## config.mk

```make
export PLATFORM = sky130hd
export DESIGN_NAME = uart_tx
export DESIGN_NICKNAME = d
export VERILOG_FILES = /design/src/rtl/uart_pkg.sv /design/src/rtl/uart_baud_tick_gen.sv /design/src/rtl/uart_tx.sv
export SDC_FILE = /design/constraint.sdc
export NUM_CORES = 1
export LEC_CHECK = 0
export BUFFER_PORTS_ARGS = -buffer_cell sky130_fd_sc_hd__clkbuf_2
export CORE_MARGIN = 3
export CORE_UTILIZATION = 50
export DETAILED_ROUTE_END_ITERATION = 7
export HOLD_SLACK_MARGIN = 0.02
export PLACE_DENSITY_LB_ADDON = 0.12
export SYNTH_ARGS = -nofsm -noshare
export SYNTH_HDL_FRONTEND = slang
export SYNTH_HIERARCHICAL = 1
export SYNTH_SLANG_ARGS = --single-unit
```

## constraint.sdc

```tcl
create_clock -name sys_clk -period 3.1 [get_ports sys_clk]
set_input_delay 0.155 -clock sys_clk [delete_from_list [all_inputs] [get_ports sys_clk]]
set_output_delay 0.155 -clock sys_clk [all_outputs]
set_load 0.01 [all_outputs]
```

## src/rtl/uart_pkg.sv

```systemverilog
// Shared UART definitions: FSM state encoding, frame defaults and counter sizing.
package uart_pkg;

  typedef enum logic [1:0] {
    IDLE  = 2'd0,
    START = 2'd1,
    DATA  = 2'd2,
    STOP  = 2'd3
  } uart_state_e;

  localparam int OVERSAMPLE_DEF = 16;
  localparam int DATA_BITS_DEF  = 8;

  // Counter width for a given modulus, never narrower than one bit.
  function automatic int cnt_w(input int modulus);
    return (modulus > 1) ? $clog2(modulus) : 1;
  endfunction

endpackage

```

## src/rtl/uart_baud_tick_gen.sv

```systemverilog
// Oversample tick divider: one-cycle tick every CLKS_PER_TICK cycles while enabled.
module uart_baud_tick_gen
  import uart_pkg::*;
#(
  parameter int CLKS_PER_TICK = 27
) (
  input  logic sys_clk,
  input  logic reset_n,
  input  logic enable,
  input  logic clear,
  output logic tick
);

  localparam int W = cnt_w(CLKS_PER_TICK);
  localparam logic [W-1:0] LAST = W'(CLKS_PER_TICK - 1);

  logic [W-1:0] cnt_q, cnt_d;

  assign tick = enable && (cnt_q == LAST);

  // Held at zero whenever disabled so every frame starts on a fresh phase.
  always_comb begin
    cnt_d = cnt_q;
    if (clear || !enable)  cnt_d = '0;
    else if (cnt_q == LAST) cnt_d = '0;
    else                    cnt_d = cnt_q + W'(1);
  end

  always_ff @(posedge sys_clk or negedge reset_n)
    if (!reset_n) cnt_q <= '0;
    else          cnt_q <= cnt_d;

endmodule

```

## src/rtl/uart_tx.sv

```systemverilog
// UART transmitter: 1 start, DATA_BITS LSB-first data, no parity, STOP_TICKS-long stop.
module uart_tx
  import uart_pkg::*;
#(
  parameter int CLKS_PER_TICK = 27,
  parameter int OVERSAMPLE    = OVERSAMPLE_DEF,
  parameter int DATA_BITS     = DATA_BITS_DEF,
  parameter int STOP_TICKS    = 16
) (
  input  logic                 sys_clk,
  input  logic                 reset_n,
  input  logic                 tx_valid,
  input  logic [DATA_BITS-1:0] data_in,
  output logic                 tx_ready,
  output logic                 tx,
  output logic                 tx_busy,
  output logic                 tx_done
);

  // One tick counter covers both the data bit period and a possibly longer stop bit.
  localparam int TICK_MOD = (STOP_TICKS > OVERSAMPLE) ? STOP_TICKS : OVERSAMPLE;
  localparam int TW = cnt_w(TICK_MOD);
  localparam int BW = cnt_w(DATA_BITS);
  localparam logic [TW-1:0] OS_LAST   = TW'(OVERSAMPLE - 1);
  localparam logic [TW-1:0] STOP_LAST = TW'(STOP_TICKS - 1);
  localparam logic [BW-1:0] BIT_LAST  = BW'(DATA_BITS - 1);

  uart_state_e          state_q, state_d;
  logic [TW-1:0]        tick_cnt_q, tick_cnt_d;
  logic [BW-1:0]        bit_cnt_q, bit_cnt_d;
  logic [DATA_BITS-1:0] shift_q, shift_d;
  logic                 tx_q, tx_d;
  logic                 tx_ready_q, tx_ready_d;
  logic                 tx_busy_q, tx_busy_d;
  logic                 tick, accept, bit_end, stop_end;

  uart_baud_tick_gen #(.CLKS_PER_TICK(CLKS_PER_TICK)) u_tick (
    .sys_clk (sys_clk),
    .reset_n (reset_n),
    .enable  (state_q != IDLE),
    .clear   (accept),
    .tick    (tick)
  );

  assign accept   = tx_valid && tx_ready_q;
  assign bit_end  = tick && (tick_cnt_q == OS_LAST);
  assign stop_end = tick && (state_q == STOP) && (tick_cnt_q == STOP_LAST);

  always_comb begin
    state_d    = state_q;
    tick_cnt_d = tick ? tick_cnt_q + TW'(1) : tick_cnt_q;
    bit_cnt_d  = bit_cnt_q;
    shift_d    = shift_q;
    unique case (state_q)
      IDLE: if (accept) begin
        state_d    = START;
        shift_d    = data_in;
        tick_cnt_d = '0;
        bit_cnt_d  = '0;
      end
      START: if (bit_end) begin
        state_d    = DATA;
        tick_cnt_d = '0;
        bit_cnt_d  = '0;
      end
      DATA: if (bit_end) begin
        tick_cnt_d = '0;
        shift_d    = shift_q >> 1;
        if (bit_cnt_q == BIT_LAST) begin
          state_d   = STOP;
          bit_cnt_d = '0;
        end else begin
          bit_cnt_d = bit_cnt_q + BW'(1);
        end
      end
      STOP: if (stop_end) begin
        state_d    = IDLE;
        tick_cnt_d = '0;
      end
      default: state_d = IDLE;
    endcase
  end

  // The line follows the current state one cycle later, so STOP -> IDLE stays high.
  always_comb begin
    tx_d       = 1'b1;
    if (state_q == START)     tx_d = 1'b0;
    else if (state_q == DATA) tx_d = shift_q[0];
    tx_ready_d = (state_d == IDLE);
    tx_busy_d  = (state_d != IDLE);
  end

  always_ff @(posedge sys_clk or negedge reset_n)
    if (!reset_n) begin
      state_q    <= IDLE;
      tick_cnt_q <= '0;
      bit_cnt_q  <= '0;
      shift_q    <= '0;
      tx_q       <= 1'b1;
      tx_ready_q <= 1'b1;
      tx_busy_q  <= 1'b0;
    end else begin
      state_q    <= state_d;
      tick_cnt_q <= tick_cnt_d;
      bit_cnt_q  <= bit_cnt_d;
      shift_q    <= shift_d;
      tx_q       <= tx_d;
      tx_ready_q <= tx_ready_d;
      tx_busy_q  <= tx_busy_d;
    end

  assign tx       = tx_q;
  assign tx_ready = tx_ready_q;
  assign tx_busy  = tx_busy_q;
  assign tx_done  = stop_end;

endmodule

```

### Yosys cells after proc, flatten, opt, wreduce, memory -nomap -nowiden

Index checks and enable logic that the tools add are counted.
Widths: inputs -> output; s select.

| word-level totals | value |
|---|---|
| bits in registers | 25 |
| input port bits | 11 |

| operators by class | value |
|---|---|
| add/sub/neg operators | 3 |
| equal/unequal tests | 9 |
| multiplexer cells | 23 |
| reductions and logical operators | 16 |

Operators by type and width:

| operator | number |
|---|---|
| $mux 4 | 4 |
| $mux 8 | 2 |
| $pmux 8 s2 | 1 |
| $mux 3 | 4 |
| $pmux 4 s3 | 1 |
| $mux 2 | 5 |
| $mux 5 | 2 |
| $pmux 3 s3 | 1 |
| $pmux 2 s4 | 1 |
| $reduce_bool 2->1 | 3 |
| $add 5x1->5 const B | 1 |
| $eq 5x5->1 const B | 1 |
| $logic_and 1x1->1 | 5 |
| $add 4x1->4 const B | 1 |
| $eq 2x2->1 const B | 2 |
| $eq 4x4->1 const B | 1 |
| $logic_not 2->1 | 2 |
| $ne 2x2->1 const B | 2 |
| $reduce_and 4->1 | 1 |
| $add 3x1->3 const B | 1 |
| $eq 3x3->1 const B | 1 |
| $reduce_and 3->1 | 1 |
| $reduce_bool 3->1 | 1 |
| $eq 2x1->1 const B | 1 |
| 5 further kinds | 6 |

### Logic depth before layout (Yosys ltp)

Gate-level depths: netlist of run 1.

| depth | value |
|---|---|
| word-level depth | 7 |
| mapped depth | 10 |

### Cells and area by module

The synthesis of run 1 kept the hierarchy.

Modules (own cells, without submodules):

| module | instances | cells each | area each (µm²) | seq. area each (µm²) |
|---|---|---|---|---|
| uart_tx | 1 | 99 | 1184.9 | 503.0 |
| uart_baud_tick_gen | 1 | 22 | 236.5 | 125.1 |

### Worst setup path after synthesis of run 1

No wires, ideal clock.

| timing | value |
|---|---|
| path type | reg-to-reg |
| start | register state_q[1] |
| end | register shift_q[1] |
| arrival time | 2.166 ns |
| data required time | 2.975 ns |
| setup slack | 0.809 ns |
| stages on the path, launching flop included | 11 |
| buffers on the path | 1 |
| period minus slack after synthesis | 2.291 ns |
| cells stage by stage | dfrtp_1 > inv_1 > ha_1 > buf_4 > inv_1 > inv_1 > nor2_1 > and4_4 > mux2i_4 > nor2_8 > mux2_4 |

| on the way | value |
|---|---|
| word-level cells in the longest chain between the ends | 5 |
| elaborated cells between the ends (all ways) | 10 |
| classes of those cells | eq/ne (3); mux (1); reduce/logical (6) |

RTL lines:

| item | RTL line | source |
|---|---|---|
| from (decl) | uart_tx.sv:28 | `uart_state_e state_q, state_d;` |
| from (signal assigned) | uart_tx.sv:103 | `state_q <= state_d;` |
| $reduce_bool 2->1 | uart_tx.sv:40 | `.enable (state_q != IDLE),` |
| $logic_and 1x1->1 | uart_baud_tick_gen.sv:19 | `assign tick = enable && (cnt_q == LAST);` |
| named net tick | uart_tx.sv:35 | `logic tick, accept, bit_end, stop_end;` |
| $logic_and 1x1->1 | uart_tx.sv:46 | `assign bit_end = tick && (tick_cnt_q == OS_LAST);` |
| $ne 2x2->1 (no line) | -- |  |
| $reduce_and 3->1 (no line) | -- |  |
| to (signal assigned) | uart_tx.sv:106 | `shift_q <= shift_d;` |
| to (decl) | uart_tx.sv:31 | `logic [DATA_BITS-1:0] shift_q, shift_d;` |

The timed path passes the listed nets, and every way through them passes these cells.
A chain may end at the register's enable or synchronous reset.

### Worst setup path after layout of run 1

| timing | value |
|---|---|
| start | register state_q[1] |
| end | output port tx_done |

| on the way | value |
|---|---|
| word-level cells in the longest chain between the ends | 4 |
| elaborated cells between the ends (all ways) | 5 |
| classes of those cells | eq/ne (1); reduce/logical (4) |

RTL lines:

| item | RTL line | source |
|---|---|---|
| $reduce_bool 2->1 | uart_tx.sv:40 |  |
| $logic_and 1x1->1 | uart_baud_tick_gen.sv:19 |  |
| named net tick | uart_tx.sv:35 |  |
| $logic_and 1x1->1 (2 in series) | uart_tx.sv:47 | `assign stop_end = tick && (state_q == STOP) && (tick_cnt_q == STOP_LAST);` |
| to (decl) | uart_tx.sv:17 | `output logic tx_done` |

The timed path passes the listed nets, and every way through them passes these cells.

==> flow_metrics.py, run 1 <==
metrics = {
    "run_status": {
        "status": "finished, final reports clean",
    },
    "synth": {
        "synthFlopType": "dfrtp_1",
        "yosysSeqAreaShare": 0.442,
        "syn_area_um2": 1420,
        "synth.top_cell.area_share": 0.405,
        "yosys-top-cells-area": "dfrtp_1, ha_1, mux2_4",
        "synth_edf_count": 0,
        "syn_area_per_cell_um2": 11.7,
        "yosys_warnings": 6,
        "syn_inst": 121,
        "syn-num-nets": 142,
        "async_flop_share": 1.00,
        "synth_area_leader_cell": "dfrtp_1",
        "synth_cell_types": 39,
        "synthTopCellsByCount": "dfrtp_1, nor2_1, ha_1, inv_1",
        "yosysMostFrequentCell": "dfrtp_1",
        "ys_seq_elements": 25,
    },
    "routing": {
        "wl_per_cell_um": 14.3,
        "drt-total-wl_mm": 2.39,
        "drc": 0,
        "viasPerCell": 5.43,
        "num_vias": 907,
        "drt_first_iter_violations": 15,
        "ant_nets": 0,
        "dr.pass1.iters": 2,
    },
    "final_layout": {
        "fin_nets": 159,
        "utilization": 0.597,
        "drive_above_1_share": 0.307,
        "stdcell_area_um2": 1550,
        "antenna_cells": 0,
        "syn2layout_area_growth_pct": 8.80,
        "stdcell_count": 167,
        "fill_cells": 204,
    },
    "worst_setup_path": {
        "worst-endpoint-arrival_ns": 2.46,
        "cpPeakStageDelay_ns": 0.48,
        "cp_max_fo": 8,
        "crit_chain": "inv_1 -> ha_1 -> inv_1 -> inv_1 -> nor2_1 -> and4_4 -> and2_2 -> clkbuf_2",
        "timing.rr.end": "shift_q[6]$_DFFE_PN0P_",
        "startpoint_type": "register",
        "path_class": "register to primary output",
        "cpMaxStageDelayCell": "dfrtp_1",
        "crit_path_end_kind": "primary output",
        "rrSetupSlack_ns": 0.49,
        "reg2reg_from": "state_q[1]$_DFF_PN0_",
        "cp.required_ns": 2.94,
        "cp_common_cell": "inv_1",
        "cp.buffers_inverters": 4,
        "worst-r2r-cell-count": 9,
        "cp_top_family": "simple AND/OR/NAND/NOR gates",
    },
    "sta": {
        "fin_crit_sh": 0.845,
        "tightest_slew_ns": 0.829,
        "setup_viol": 0,
        "clock.fmax_mhz": 382,
        "skew_ns": 0.0174,
        "hold_viol": 0,
        "slew_violations": 0,
        "hold_slack_ns": 0.0565,
        "rsz0062_at_grt": "false",
        "fin_crit_ns": 2.62,
        "slew_headroom": 0.447,
        "fin_setup_tns_ns": 0,
    },
    "clocking": {
        "clockRootBuffer": "clkbuf_4",
        "path_clk_slew_ns": 0.15,
        "clock_latency_ns": 0.32,
        "numCtsBuffers": 3,
        "clockBufferDepth": 2,
        "cts_tree": "built",
        "htree_num_levels": 1,
        "clock_sinks": 25,
    },
    "global_route": {
        "grt_overflow": 0,
        "antenna_found_initial": 0,
        "grt_pass1_vias": 909,
        "grt_pass1_wl_mm": 4.08,
        "grt_max_degree": 26,
        "gr-usage-all-layers": 0.152,
    },
    "hold_path": {
        "holdPathStages": 3,
        "min_to": "shift_q[7]$_DFFE_PN0P_",
        "hold_start": "data_in[7]",
        "min_path_type": "input port to register",
    },
    "floorplanning": {
        "ios": 15,
        "core_area_um2": 2590,
        "fp.dieW_um": 59.3,
        "rows": 18,
        "dieHeight_um": 59.3,
        "die-area_um2": 3520,
        "start_util": 0.549,
    },
    "placement": {
        "hpwlAfterDp_mm": 1.80,
        "gp_congestion": 0.830,
        "place_inst": 162,
        "post_dp_cell_area_um2": 1510,
        "numPortBuffers": 14,
    },
    "job": {
        "drv_cap": 0,
    },
    "power": {
        "vdd.ir_drop.worst_v": 0.000519,
        "leakage_nw": 0.763,
        "pwr_density_cell_nw_per_um2": 725,
    },
}
flip-flops by register name, summed over array words and instances (netlist names):
| signal | count |
|---|---|
| tx_busy | 1 |
| shift_q | 8 |
| state_q | 2 |
| tick_cnt_q | 4 |
| tx_ready | 1 |
| u_tick/cnt_q | 5 |
| tx | 1 |
| bit_cnt_q | 3 |
timing repair:
action,4_1_cts,5_1_grt
gates resized for setup,0,0
setup endpoints to repair,0,0
endpoints found under the hold margin,23,0
hold buffers,1,0
buffers inserted,0,0
power by group:
group	internal (mW)	leakage [nW]	total [mW]	switching, mW
logic	0.237	0.431	0.483	0.246
clock network	0.0492	0.0139	0.146	0.0970
registers	0.432	0.318	0.492	0.0606
total	0.718	0.763	1.12	0.404
tightest hold or removal path, stage by stage:
cell and delay [ns]:
clkbuf_2 0.08, inv_1 0.05, o41ai_1 0.07
how the worst max path moves through the flow:
stage,start,end,slack [ns],cells after the start
finish,state_q[1]$_DFF_PN0_,tx_done,0.48,8
global route,state_q[1]$_DFF_PN0_,tx_done,0.30,8
CTS,state_q[1]$_DFF_PN0_,tx_done,0.48,8
detailed placement,state_q[1]$_DFF_PN0_,shift_q[4]$_DFFE_PN0P_,0.51,9
global placement,state_q[1]$_DFF_PN0_,shift_q[3]$_DFFE_PN0P_,0.62,9
floorplan,state_q[1]$_DFF_PN0_,shift_q[1]$_DFFE_PN0P_,0.81,10
routing by layer:
layer  global-route usage  routed length [um]  vias up  share of wire
met5                    0                   0        -              0
met4              0.00971                   0        0              0
met3               0.0392                  54        0          0.023
met2                0.254                1170        8           0.49
met1                0.206                1170      441           0.49
li1                     -                   -      458              -
layout by cell type, fill, tap and decap left out, types with 2 or more instances in the layout:
cell type  Yosys  final
a21o_1         2      2
a21oi_1        5      5
a32o_1         2      2
clkbuf_2       0     14
clkbuf_4       0      3
dfrtp_1       23     23
dfstp_2        2      2
ha_1          10     10
inv_1          7      7
mux2_2         6      6
mux2_4         6      6
mux2i_1        3      3
nand2_1        4      4
nand2b_1       2      2
nand3_1        2      2
nor2_1        17     17
o21ai_0        2      2
xnor2_1        2      2
xor2_1         4      4
layout make-up:
type,count,area (um2),area share
Multi-Input combinational cell,86,744,0.481
Sequential cell,25,628,0.406
Timing Repair Buffer,15,80.1,0.0518
Tap cell,30,37.5,0.0243
Inverter,7,26.3,0.0170
Clock buffer,3,22.5,0.0146
Clock inverter,1,7.51,0.00485
cell families after synthesis:
group | synth area share
adders and majority gates | 0.0880
AOI/OAI and AO/OA | 0.100
buffers and inverters | 0.0343
and+or+nand+nor | 0.151
muxes | 0.148
DFF | 0.442
xor gates and xnor gates | 0.0370
through the flow:
| stage | setup WS (ns) | power, mW |
|---|---|---|
| after floorplan | 0.809 | 0.881 |
| final | 0.480 | 1.12 |
| after CTS | 0.476 | 1.14 |
| after detailed placement | 0.514 | 0.986 |
| after global routing | 0.298 | 1.20 |
| after global placement | 0.620 | 0.970 |
(Power assumes the default switching activity.)
==> run 2, diff against run 1 <==
==> constraint.sdc (replaced) <==
create_clock -name sys_clk -period 2.74 [get_ports sys_clk]
set_input_delay 0.137 -clock sys_clk [delete_from_list [all_inputs] [get_ports sys_clk]]
set_output_delay 0.137 -clock sys_clk [all_outputs]
set_load 0.01 [all_outputs]
==> run 2 against run 1 <==
  * Die area unchanged
  * Non-clock buffer count grew 2
  * Worst hold slack lost 0.017 ns
  * Clock-buffer cell count did not move
  * Power grew 13%
  * Clock skew down 0.0098 ns
  * Global-route usage increased by 0.75 points
  * Combinational power rose by 12%
  * Wire length grew 5.0%
  * Register-to-register slack got worse by 0.10 ns
  * Sequential cell count stayed put
  * Cell area is 0.81% higher
==> flow_metrics.py, run 2 (synthesis gave the netlist of run 1 again) <==
metrics = {
    "clocking": {
        "clockRootBuffer": "clkbuf_4",
        "clock_latency_ns": 0.32,
        "clockBufferDepth": 2,
        "cts_setup_buffers": 0,
        "htree_num_levels": 1,
        "clock_sinks": 25,
        "numCtsBuffers": 3,
        "path_clk_slew_ns": 0.14,
        "cts_tree": "built",
    },
    "power": {
        "pwr_density_cell_nw_per_um2": 814,
        "power_mw": 1.27,
        "vdd.ir_drop.worst_v": 0.000452,
        "leakage_nw": 0.777,
    },
    "placement": {
        "post_dp_cell_area_um2": 1520,
        "hpwlAfterDp_mm": 1.83,
        "place_inst": 164,
        "gp_congestion": 0.836,
        "numPortBuffers": 14,
    },
    "routing": {
        "drc": 0,
        "ant_nets": 0,
        "wl_per_cell_um": 14.9,
        "drt-total-wl_mm": 2.51,
        "viasPerCell": 5.49,
        "dr.pass1.iters": 5,
        "drt_first_iter_violations": 43,
        "num_vias": 928,
    },
    "final_layout": {
        "top_regs": "shift_q (8), u_tick/cnt_q (5), tick_cnt_q (4)",
        "seq_area_um2": 628,
        "antenna_cells": 0,
        "largest-register": "shift_q",
        "fill_cells": 216,
        "multi_input_comb_area_um2": 744,
        "stdcell_count": 169,
        "final_cell_mix": "dfrtp_1, nor2_1, clkbuf_2",
        "stdcell_area_um2": 1560,
        "fin_nets": 161,
        "final_common_cell": "dfrtp_1",
        "syn2layout_area_growth_pct": 9.68,
        "drive_above_1_share": 0.317,
        "largest_register_ffs": 8,
    },
    "worst_setup_path": {
        "cp.required_ns": 2.60,
        "worst-endpoint-arrival_ns": 2.25,
        "path_class": "register to primary output",
        "cp_max_fo": 8,
        "startpoint_type": "register",
        "crit_path_end_kind": "primary output",
    },
    "sta": {
        "hold_viol": 0,
        "setup_viol": 0,
        "fin_crit_ns": 2.39,
        "skew_ns": 0.00762,
        "tightest_slew_ns": 0.621,
        "slew_violations": 0,
        "fin_setup_tns_ns": 0,
        "fin_crit_sh": 0.871,
        "slew_headroom": 0.586,
        "clock.fmax_mhz": 419,
        "rsz0062_at_grt": "false",
    },
    "hold_path": {
        "min_path_type": "input port to register",
    },
    "floorplanning": {
        "rows": 18,
        "die-area_um2": 3520,
        "core_area_um2": 2590,
        "ios": 15,
        "start_util": 0.549,
        "fp.dieW_um": 59.3,
        "dieHeight_um": 59.3,
    },
    "global_route": {
        "gr-usage-all-layers": 0.159,
        "grt_pass1_wl_mm": 4.21,
        "grt_overflow": 0,
        "grt_max_degree": 26,
        "grt_pass1_vias": 950,
        "antenna_found_initial": 0,
    },
    "job": {
        "drv_cap": 0,
    },
    "run_status": {
        "status": "finished, final reports clean",
    },
}
run 2: area by class of cell:
class,instances,share of cell area
Clock buffer,3,0.0144
Clock inverter,1,0.00321
Inverter,7,0.0169
Multi-Input combinational cell,86,0.478
Sequential cell,25,0.403
Tap cell,30,0.0241
Timing Repair Buffer,17,0.0610
run 2: metal layers:
metal	wire, um	GRT usage	vias to the layer above	share of wire
li1	-	-	460	-
met1	1200	0.213	456	0.48
met2	1210	0.253	10	0.48
met3	82	0.0327	2	0.033
met4	14	0.0583	0	0.0056
met5	0	0	-	0
run 2: through the flow:
step	setup slack [ns]	utilization	hold slack (ns)
after floorplan	0.449	-	-0.159
after CTS	0.349	0.602	0.0273
after global placement	0.446	0.587	0.174
after detailed placement	0.421	0.587	0.185
after global routing	0.144	0.602	0.0282
final	0.355	0.602	0.0395
run 2: path summary, 6_finish.rpt:
kind / start / end / slack (ns) / depth (start not counted)
min in group asynchronous: reset_n / shift_q[7]$_DFFE_PN0P_ / 0.35 / 2
min reg2reg: u_tick/cnt_q[0]$_DFF_PN0_ / u_tick/cnt_q[0]$_DFF_PN0_ / 0.49 / 1
max in group asynchronous: reset_n / state_q[1]$_DFF_PN0_ / 1.99 / 2
min: data_in[7] / shift_q[7]$_DFFE_PN0P_ / 0.04 / 3
max: state_q[1]$_DFF_PN0_ / tx_done / 0.35 / 9
max reg2reg: state_q[1]$_DFF_PN0_ / shift_q[6]$_DFFE_PN0P_ / 0.39 / 10
run 2: worst max-delay path, cell delays in order, from the launching register on:
cell and delay [ns]:
dfrtp_1 0.49, inv_1 0.11, ha_1 0.31, inv_1 0.17, inv_1 0.05, nor2_1 0.10
buf_4 0.16, and4_4 0.25, and2_2 0.16, clkbuf_2 0.13
run 2: power by group:
part           switching [mW]  total (mW)  internal (mW)
clock network           0.112       0.167         0.0546
registers              0.0708       0.559          0.489
logic                   0.275       0.543          0.267
total                   0.458        1.27          0.810
run 2: repair_timing:
item	CTS	global route
hold buffers	1	0
resized for setup	0	0
hold endpoints to repair	23	0
==> run 3, diff against run 2 <==
--- a/config.mk
+++ b/config.mk
@@ -7,10 +7,11 @@
 export LEC_CHECK = 0
 export BUFFER_PORTS_ARGS = -buffer_cell sky130_fd_sc_hd__clkbuf_2
 export CORE_MARGIN = 3
-export CORE_UTILIZATION = 50
+export CORE_UTILIZATION = 33
 export DETAILED_ROUTE_END_ITERATION = 7
 export HOLD_SLACK_MARGIN = 0.02
 export PLACE_DENSITY_LB_ADDON = 0.12
+export RECOVER_POWER = 50
 export SYNTH_ARGS = -nofsm -noshare
 export SYNTH_HDL_FRONTEND = slang
 export SYNTH_HIERARCHICAL = 1
==> constraint.sdc (replaced) <==
create_clock -name sys_clk -period 2.74 [get_ports sys_clk]
set_input_delay 0.137 -clock sys_clk [delete_from_list [all_inputs] [get_ports sys_clk]]
set_output_delay 0.137 -clock sys_clk [all_outputs]
set_load 0.1 [all_outputs]
==> run 3 against run 2 <==
  * Wire length shrank 3.4%
  * Cell area grew 3.7%
  * Die area grew 46%
  * Critical path type unchanged
  * Critical endpoint unchanged
==> flow_metrics.py, run 3 (synthesis gave the netlist of run 1 again) <==
metrics = {
    "power": {
        "p_int_mw": 0.854,
        "clockPowerShare": 0.150,
        "power_mw": 1.48,
        "p_sw_frac": 0.422,
        "leakage_nw": 0.776,
        "vdd.ir_drop.worst_v": 0.000286,
        "pwr_density_cell_nw_per_um2": 915,
        "p_seq_frac": 0.377,
        "p_switching_mw": 0.624,
        "comb_power_share": 0.474,
    },
    "routing": {
        "drt_first_iter_violations": 57,
        "drc": 0,
        "num_vias": 922,
        "wl_per_cell_um": 12.8,
        "ant_nets": 0,
        "viasPerCell": 4.88,
        "dr.pass1.iters": 4,
        "drt-total-wl_mm": 2.43,
    },
    "final_layout": {
        "fin_nets": 161,
        "largest_register_ffs": 8,
        "final_cell_mix": "dfrtp_1, nor2_1, ha_1, clkbuf_2, inv_1",
        "final_common_cell": "dfrtp_1",
        "utilization": 0.396,
        "stdcell_area_um2": 1620,
        "top_regs": "shift_q (8), u_tick/cnt_q (5), tick_cnt_q (4)",
        "antenna_cells": 0,
        "largest-register": "shift_q",
        "syn2layout_area_growth_pct": 13.7,
        "drive_above_1_share": 0.295,
    },
    "sta": {
        "tightest_slew_ns": 1.35,
        "setup_viol": 0,
        "rsz0062_at_grt": "false",
        "clock.fmax_mhz": 417,
        "hold_viol": 0,
        "fin_crit_ns": 2.40,
        "slew_headroom": 0.101,
        "fin_crit_sh": 0.874,
        "fin_setup_tns_ns": 0,
        "hold_slack_ns": 0.105,
        "slew_violations": 0,
        "skew_ns": 0.00805,
    },
    "clocking": {
        "clockBufferDepth": 2,
        "clock_latency_ns": 0.27,
        "clockRootBuffer": "clkbuf_8",
        "clock_sinks": 25,
        "cts-resized-gates": 0,
        "cts_tree": "built",
        "path_clk_slew_ns": 0.09,
        "htree_num_levels": 1,
        "numCtsBuffers": 3,
    },
    "floorplanning": {
        "rows": 23,
        "core_area_um2": 4090,
        "start_util": 0.348,
        "die-area_um2": 5130,
        "ios": 15,
        "dieHeight_um": 71.6,
        "fp.dieW_um": 71.6,
    },
    "placement": {
        "post_dp_cell_area_um2": 1560,
        "numPortBuffers": 14,
        "hpwlAfterDp_mm": 1.85,
        "gp_congestion": 0.877,
    },
    "global_route": {
        "grt_overflow": 0,
        "gr-usage-all-layers": 0.106,
        "grt_pass1_wl_mm": 4.37,
        "grt_max_degree": 26,
        "antenna_found_initial": 0,
        "grt_pass1_vias": 938,
    },
    "worst_setup_path": {
        "cp_top_family": "buffers and inverters",
        "cp_common_cell": "inv_1",
        "startpoint_type": "register",
        "crit_path_end_kind": "primary output",
        "cp_max_fo": 8,
        "crit_chain": "inv_1 -> ha_1 -> inv_1 -> inv_1 -> nor2_1 -> buf_4 -> and4_4 -> and2_2 -> buf_12",
        "cp.buffers_inverters": 5,
        "worst-endpoint-arrival_ns": 2.26,
        "cpMaxStageDelayCell": "dfrtp_1",
        "path_class": "register to primary output",
        "cp.required_ns": 2.60,
        "cpPeakStageDelay_ns": 0.47,
    },
    "job": {
        "drv_cap": 0,
    },
    "run_status": {
        "status": "finished, final reports clean",
    },
    "hold_path": {
        "min_path_type": "input port to register",
    },
}
==> run 3: changes by cell type in the layout (fill, tap and decap cells not counted), sizes merged <==
cell | previous run | this run
clkinv | 1 | 0
clkbuf | 17 | 16
buf | 2 | 3
clkinvlp | 0 | 1
==> run 3: metrics by stage <==
stage          std cells  setup slack, ns
2_1_floorplan        121            0.449
5_1_grt              189            0.117
3_5_place_dp         184            0.398
4_1_cts              189            0.338
3_3_place_gp         184            0.454
6_report             189            0.345
==> run 3: path summary, 6_finish.rpt <==
check                                                  to  cells after the start  slack (ns)                 startpoint
max in group asynchronous        bit_cnt_q[0]$_DFFE_PN0P_                      2        1.25                    reset_n
worst min register to register  u_tick/cnt_q[0]$_DFF_PN0_                      1        0.49  u_tick/cnt_q[0]$_DFF_PN0_
worst max register to register     shift_q[6]$_DFFE_PN0P_                     10        0.40       state_q[1]$_DFF_PN0_
worst max-delay path                              tx_done                      9        0.34       state_q[1]$_DFF_PN0_
min in group asynchronous       u_tick/cnt_q[2]$_DFF_PN0_                      2        0.69                    reset_n
worst min-delay path               shift_q[7]$_DFFE_PN0P_                      3        0.11                 data_in[7]
==> run 3: final cells by class <==
cell class                      instances  area [um2]
Clock inverter                          1        7.51
Timing Repair Buffer                   17         106
Multi-Input combinational cell         86         744
Sequential cell                        25         628
Fill cell                             394        2470
Tap cell                               50        62.6
Inverter                                7        26.3
Clock buffer                            3        41.3
==> run 3: power groups by stage <==
stage                     clock network (mW)  registers (mW)  logic [mW]
after floorplan                            0           0.721       0.436
after global placement                     0           0.565       0.708
after detailed placement                   0           0.567       0.705
after CTS                              0.235           0.558       0.708
after global routing                   0.254           0.571       0.761
final                                  0.221           0.557       0.700
==> run 3: layer usage <==
layer  track usage  up-vias  share of wire
met2         0.173       13           0.49
met5             0        -              0
met4        0.0292        0         0.0041
met1         0.132      449           0.46
met3        0.0365        2          0.043
li1              -      458              -
==> run 3: worst register-to-register path: cells and delay by family, from the launching register on <==
kind          cells  cell delay, ns
mux               2            0.42
fa+ha+maj         1            0.31
buf+inv           4            0.50
simple gates      3            0.53
flops             1            0.47
==> run 3: timing repair <==
action	4_1_cts	5_1_grt
buffers inserted	0	0
endpoints found under the setup margin	0	0
hold buffers	1	0
hold endpoints to repair	23	0
